<file path="src/rtl/pfxsum_pkg.sv">
// Shared constants and helpers for the streaming prefix-sum engine.
package pfxsum_pkg;

  localparam logic MODE_INCL = 1'b0;
  localparam logic MODE_EXCL = 1'b1;

  // Ceiling log2 for tools without $clog2; clog2(1) = 0.
  function automatic int clog2(input int n);
    int r;
    int v;
    r = 0;
    v = n - 1;
    while (v > 0) begin
      r = r + 1;
      v = v >> 1;
    end
    return r;
  endfunction

endpackage

</file>
<file path="src/rtl/pfxsum_level.sv">
// One registered Kogge-Stone level: lane i picks up lane i-DIST, valid and sideband ride along.
module pfxsum_level #(
  parameter int OWIDTH = 11,
  parameter int V_LEN  = 8,
  parameter int DIST   = 1
) (
  input  logic                    clk,
  input  logic                    rst,
  input  logic                    en,
  input  logic                    vld,
  input  logic                    excl,
  input  logic                    last,
  input  logic [OWIDTH*V_LEN-1:0] lanes,
  output logic                    q_vld,
  output logic                    q_excl,
  output logic                    q_last,
  output logic [OWIDTH*V_LEN-1:0] q_lanes
);

  logic [OWIDTH*V_LEN-1:0] sum;

  for (genvar i = 0; i < V_LEN; i++) begin : g_lane
    if (i >= DIST) begin : g_add
      assign sum[i*OWIDTH +: OWIDTH] = lanes[i*OWIDTH +: OWIDTH] + lanes[(i-DIST)*OWIDTH +: OWIDTH];
    end else begin : g_pass
      assign sum[i*OWIDTH +: OWIDTH] = lanes[i*OWIDTH +: OWIDTH];
    end
  end

  always_ff @(posedge clk or posedge rst) begin
    if (rst) q_vld <= 1'b0;
    else if (en) q_vld <= vld;
  end

  always_ff @(posedge clk) begin
    if (en) begin
      q_excl  <= excl;
      q_last  <= last;
      q_lanes <= sum;
    end
  end

endmodule

</file>
<file path="src/rtl/pfxsum_stream.sv">
// Streaming segmented prefix sum: input stage, Kogge-Stone levels, output/carry stage,
// all advanced by one global enable derived from the output handshake.
module pfxsum_stream
  import pfxsum_pkg::*;
#(
  parameter int IWIDTH = 8,
  parameter int V_LEN  = 8,
  parameter int OWIDTH = IWIDTH + $clog2(V_LEN)
) (
  input  logic                    clk,
  input  logic                    rst,
  input  logic                    valid_in,
  output logic                    ready_in,
  input  logic [IWIDTH*V_LEN-1:0] ivec,
  input  logic                    excl_in,
  input  logic                    last_in,
  output logic                    valid_out,
  input  logic                    ready_out,
  output logic [OWIDTH*V_LEN-1:0] ovec,
  output logic [OWIDTH-1:0]       total_out,
  output logic                    last_out
);

  localparam int STAGES = clog2(V_LEN);
  localparam int VW     = OWIDTH * V_LEN;

  logic              en;
  logic              vld_p0;
  logic              excl_p0;
  logic              last_p0;
  logic [VW-1:0]     lanes_p0;
  logic              vld_lv   [STAGES];
  logic              excl_lv  [STAGES];
  logic              last_lv  [STAGES];
  logic [VW-1:0]     lanes_lv [STAGES];
  logic [OWIDTH-1:0] carry;
  logic [VW-1:0]     s_last;
  logic [VW-1:0]     s_sh;
  logic [VW-1:0]     ovec_nxt;
  logic [OWIDTH-1:0] total_nxt;

  // Whole pipeline moves together; nothing advances while the output is stalled.
  assign en       = !valid_out || ready_out;
  assign ready_in = en;

  // Stage p0: register the beat and zero-extend lanes to the output width
  always_ff @(posedge clk or posedge rst) begin
    if (rst) vld_p0 <= 1'b0;
    else if (en) vld_p0 <= valid_in;
  end

  always_ff @(posedge clk) begin
    if (en) begin
      excl_p0 <= excl_in;
      last_p0 <= last_in;
      for (int i = 0; i < V_LEN; i++)
        lanes_p0[i*OWIDTH +: OWIDTH] <= OWIDTH'(ivec[i*IWIDTH +: IWIDTH]);
    end
  end

  // Kogge-Stone levels, distance doubling per level
  for (genvar k = 0; k < STAGES; k++) begin : g_lvl
    logic          v_i;
    logic          e_i;
    logic          l_i;
    logic [VW-1:0] d_i;

    if (k == 0) begin : g_first
      assign v_i = vld_p0;
      assign e_i = excl_p0;
      assign l_i = last_p0;
      assign d_i = lanes_p0;
    end else begin : g_next
      assign v_i = vld_lv[k-1];
      assign e_i = excl_lv[k-1];
      assign l_i = last_lv[k-1];
      assign d_i = lanes_lv[k-1];
    end

    pfxsum_level #(
      .OWIDTH (OWIDTH),
      .V_LEN  (V_LEN),
      .DIST   (1 << k)
    ) u_lvl (
      .clk     (clk),
      .rst     (rst),
      .en      (en),
      .vld     (v_i),
      .excl    (e_i),
      .last    (l_i),
      .lanes   (d_i),
      .q_vld   (vld_lv[k]),
      .q_excl  (excl_lv[k]),
      .q_last  (last_lv[k]),
      .q_lanes (lanes_lv[k])
    );
  end

  // Output stage: add the segment carry; exclusive mode uses the sums shifted up one lane
  assign s_last    = lanes_lv[STAGES-1];
  assign s_sh      = {s_last[VW-OWIDTH-1:0], {OWIDTH{1'b0}}};
  assign total_nxt = carry + s_last[VW-1 -: OWIDTH];

  always_comb begin
    ovec_nxt = '0;
    for (int i = 0; i < V_LEN; i++) begin
      if (excl_lv[STAGES-1] == MODE_EXCL)
        ovec_nxt[i*OWIDTH +: OWIDTH] = carry + s_sh[i*OWIDTH +: OWIDTH];
      else
        ovec_nxt[i*OWIDTH +: OWIDTH] = carry + s_last[i*OWIDTH +: OWIDTH];
    end
  end

  always_ff @(posedge clk or posedge rst) begin
    if (rst) begin
      valid_out <= 1'b0;
      ovec      <= '0;
      total_out <= '0;
      last_out  <= 1'b0;
      carry     <= '0;
    end else if (en) begin
      valid_out <= vld_lv[STAGES-1];
      if (vld_lv[STAGES-1]) begin
        ovec      <= ovec_nxt;
        total_out <= total_nxt;
        last_out  <= last_lv[STAGES-1];
        carry     <= last_lv[STAGES-1] ? '0 : total_nxt;
      end
    end
  end

endmodule
</file>
<file path="config.mk">
export PLATFORM = sky130hd
export DESIGN_NAME = pfxsum_stream
export DESIGN_NICKNAME = d
export VERILOG_FILES = /design/src/rtl/pfxsum_pkg.sv /design/src/rtl/pfxsum_level.sv /design/src/rtl/pfxsum_stream.sv
export SDC_FILE = /design/constraint.sdc
export NUM_CORES = 1
export LEC_CHECK = 0
export CORE_MARGIN = 5
export CORE_UTILIZATION = 45
export CTS_BUF_LIST = sky130_fd_sc_hd__clkbuf_4 sky130_fd_sc_hd__clkbuf_8
export CTS_CLUSTER_DIAMETER = 50
export DETAILED_ROUTE_END_ITERATION = 10
export HOLD_SLACK_MARGIN = 0.15
export PLACE_DENSITY = 0.71
export SYNTH_ARGS = -nofsm -noshare
export SYNTH_HDL_FRONTEND = slang
export SYNTH_SLANG_ARGS = --single-unit
</file>
<file path="constraint.sdc">
create_clock -name clk -period 30.3 [get_ports clk]
set_input_delay 3.03 -clock clk [delete_from_list [all_inputs] [get_ports clk]]
set_output_delay 3.03 -clock clk [all_outputs]
set_load 0.05 [all_outputs]
</file>
After elaboration in Yosys (flattened, before gate mapping)
Cells that the tools add are included.

operators by class
  add/sub/neg operators = 25
  muxes and demuxes = 9
  reduce and logical (&&, ||, !) cells = 3

operators with widths
  kind                    number
  adder 11 bit            15
  2-to-1 mux 11 bit       9
  adder 8 x 8 -> 9 bit    7
  adder 11 x 8 -> 11 bit  3
  AND reduction 2 bit     1
  zero test 1 bit         1
  logical OR 1 bit        1

storage, ports and cells
  flip-flop bits (word level) = 443
  input bits = 70
  output and inout port bits = 102
  word-level logic and storage cells = 58

Depth between registers and ports, before layout
  depth after elaboration = 3
  depth in mapped cells = 10
  mapped depth without buffers = 10

Modules after synthesis
From an unflattened synthesis, not the netlist that was laid out.

second synthesis, totals
  cell total of the unflattened synthesis = 2350
  area, all modules = 26364.0 um^2

by module, submodules not included
  module                          instances  cells each  area each (um^2)  seq. area each (um^2)
  pfxsum_stream                   1          1079        10662.7           4809.6
  pfxsum_level at g_lvl[0].u_lvl  1          496         5833.1            2727.6
  pfxsum_level at g_lvl[1].u_lvl  1          438         5363.9            2727.6
  pfxsum_level at g_lvl[2].u_lvl  1          337         4504.3            2727.6

Worst setup path before layout
No wires, ideal clock.

  kind = input port to output port
  start point = input port ready_out
  end point = output port ready_in
  arrival = 11.817 ns
  data required time = 27.270 ns
  path slack = 15.453 ns
  stages on the path = 2
  path buffers = 1
  cell sequence = nand2b_1 -> clkbuf_1

on the way
  longest elaborated chain between the ends = 1

RTL lines
  element             line                 source
  start: declaration  pfxsum_stream.sv:18  input logic ready_out,
  logical OR 1 bit    pfxsum_stream.sv:43  assign en = !valid_out || ready_out;
  end: declaration    pfxsum_stream.sv:13  output logic ready_in,

Every way passes these cells.

Worst setup path after layout
Ends and elaborated chain as after synthesis.

==> metrics <==
status=finished clean; # H-tree levels=3; synth unique cells=64; combinational family with the most area after synthesis=adder cells; Cells after Synth=1884; placed cell areas=24900 sq um; mux cell area share after synthesis=2.24%; RR Endpoint=ovec[32]; Net Count, Synth=2202; synthesized area per cell=11.9 sq um; CP max-delay cell=clkdlybuf4s50_1; CP Launch Type=input port; number of vias per cell=5.25; gr usage total=18.9%; ANT cells=0; most frequent cells in the layout=edfxtp_1 (301), ha_1 (223), nand2_1 (187); placed cells=2686; synth top area cells=edfxtp_1 (40%), dfrtp_1 (13%), ha_1 (12%), xnor2_1 (4.9%), nand2_1 (3.1%); met3 global-route usage=3.49%; GPL Wtd Cong=0.906; largest net degree at the start of global routing=171; fin. max-slew vios=0; Synth Area in Compound Gates=12.3%; Routed WL per cell=18.2 microns; mapped cell area=22400 sq um; Area growth, synth to finish=17.9%; Worst R2R Path Depth=9; IO Count=172; RSZ-0062 raised after global routing=false; initial antenna violation count=0; simple-gate share of the synthesized area=7.98%; Worst Setup Path Type=input port to primary output; num rows=81; TritonCTS clock tree=built; post-CTS setup buffers=0; # resized after CTS=0; share of layout cells above drive strength 1=7.48%; final core utilization=53.9%; Hold Path Class=flip-flop to flip-flop; CTS buffer count=72; fill cell count=4223; Root Buffer=clkbuf_8; DRT Pass-1 Iters=5; most common cell after layout, fill and taps aside=edfxtp_1; initial drt markers=815; synth warn=0; final WL=51300 microns; routed vias=14771; GRT overflow=0; final hold violations=0; routing usage on met1=25.2%; critical path arrival=4.60 ns; Layout Cells excl Fill=2816; worst-skew pair later-pin latency=0.64 ns; full die area=54400 sq um; Max Cap Viol=0; Synth Area in Adders=14.7%; endpoints failing setup=0; Worst Path Max Fanout=2; core area=49100 sq um; crit path cell chain=clkdlybuf4s50_1 -> nand2b_4 -> clkdlybuf4s50_1; Die X=233 microns; clock slew at reported path FFs=0.05 ns; CTS Sinks=417; DP Wirelength=39900 microns; cell taking the most area after synthesis=edfxtp_1; CP endpoint=ready_in; Peak Freq=131 MHz; grt peak-use layer=met2; post-synthesis sequential area ratio=53.3%; Setup crit start=ready_out; Yosys reg bits=417; TNS Setup=0 ns; number of global-route vias before repair=15269; initial core utilization=45.7%; share of synthesized registers carrying an async set or reset=27.8%; Slew @ Worst Pin=1.03 ns; register-to-register setup slack=27.14 ns; Worst R2R Start=carry[1]; Critical Path RT=27.27 ns; met2 usage=31.1%; Crit path largest cell delay=0.92 ns; crit end category=primary output; XOR/XNOR share of the synthesized area=7.07%; number of synthesized flops with an enable pin=301; Clock Skews=0.0267 ns; nets@finish=2414; CTS Buffer Depth=3; most frequent CP cell=clkdlybuf4s50_1; ANT nets after route=0; drt drc=0; height of the chip=233 microns; post-synth top area share=40.3%; first-pass GRT wire length=80500 microns; Final Cycle Share=25.2%; post-route cell area=26400 sq um; ys flop type=edfxtp_1; PortBufs=171; normalized max-slew margin=31.1%; Hold Buf Count CTS=0; final worst path period need=7.63 ns
==> cell families after synthesis <==
group	count (synthesis)
xor gates and xnor gates	181
AOI/OAI and AO/OA	439
muxes	49
buffers and inverters	142
and+or+nand+nor	408
DFF	417
adders and majority gates	248
==> flip-flops by register name, summed over array words and instances (netlist names), 3 cells and up <==
register	count
carry	11
g_lvl.d_i	64
g_lvl.u_lvl.q_excl	3
total_out	11
ovec	88
g_lvl.u_lvl.q_vld	3
g_lvl.u_lvl.q_lanes	229
g_lvl.u_lvl.q_last	3
==> through the flow <==
| stage | hold WS (ns) | setup WS, ns |
|---|---|---|
| floorplan | 0.400 | 15.45 |
| CTS | 0.420 | 22.59 |
| finish | 0.419 | 22.67 |
| global placement | 0.405 | 22.59 |
| detailed placement | 0.406 | 22.59 |
| global route | 0.426 | 22.58 |
==> critical path: cells and delay by family <==
family / cells / cell delay [ns]
buf+inv: 2 / 1.38
simple gates: 1 / 0.18
==> worst min-delay path by stage <==
| stage | start | end | slack (ns) | cells after the start |
|---|---|---|---|---|
| after floorplan | excl_p0 | g_lvl[0].u_lvl.q_excl | 0.40 | 0 |
| after detailed placement | g_lvl[1].u_lvl.q_last | g_lvl[2].u_lvl.q_last | 0.41 | 0 |
| after global placement | g_lvl[1].u_lvl.q_excl | g_lvl[2].u_lvl.q_excl | 0.41 | 0 |
| after CTS | g_lvl[1].u_lvl.q_last | g_lvl[2].u_lvl.q_last | 0.42 | 0 |
| final | g_lvl[0].l_i | g_lvl[0].u_lvl.q_last | 0.42 | 0 |
| after global routing | g_lvl[0].u_lvl.q_excl | g_lvl[1].u_lvl.q_excl | 0.43 | 0 |
==> per-layer routing <==
layer | wire [microns] | up-vias
li1 | - | 7256
met1 | 22900 | 6985
met2 | 23900 | 405
met3 | 2750 | 125
met4 | 1720 | 0
met5 | 0 | -
==> synth_stat cells, types with 28 or more instances <==
master	instances
ha_1	223
o21ai_0	116
inv_1	99
a21o_1	47
mux2i_1	39
xor2_1	55
edfxtp_1	301
dfrtp_1	116
a21oi_1	126
nor2b_1	28
nor2_1	102
nand2_1	188
xnor2_1	126
==> cell type report <==
type	count	area, sq um	share of cell area (%)
Clock buffer	100	1260	4.76
Clock inverter	30	284	1.07
Inverter	99	374	1.42
Multi-Input combinational cell	1325	9940	37.6
Sequential cell	417	11900	45.2
Tap cell	664	831	3.14
Timing Repair Buffer	181	1800	6.81
Power is left out: the tool's default activity adds up to more than one toggle a clock period on the data nets, which glitch-free logic cannot reach.
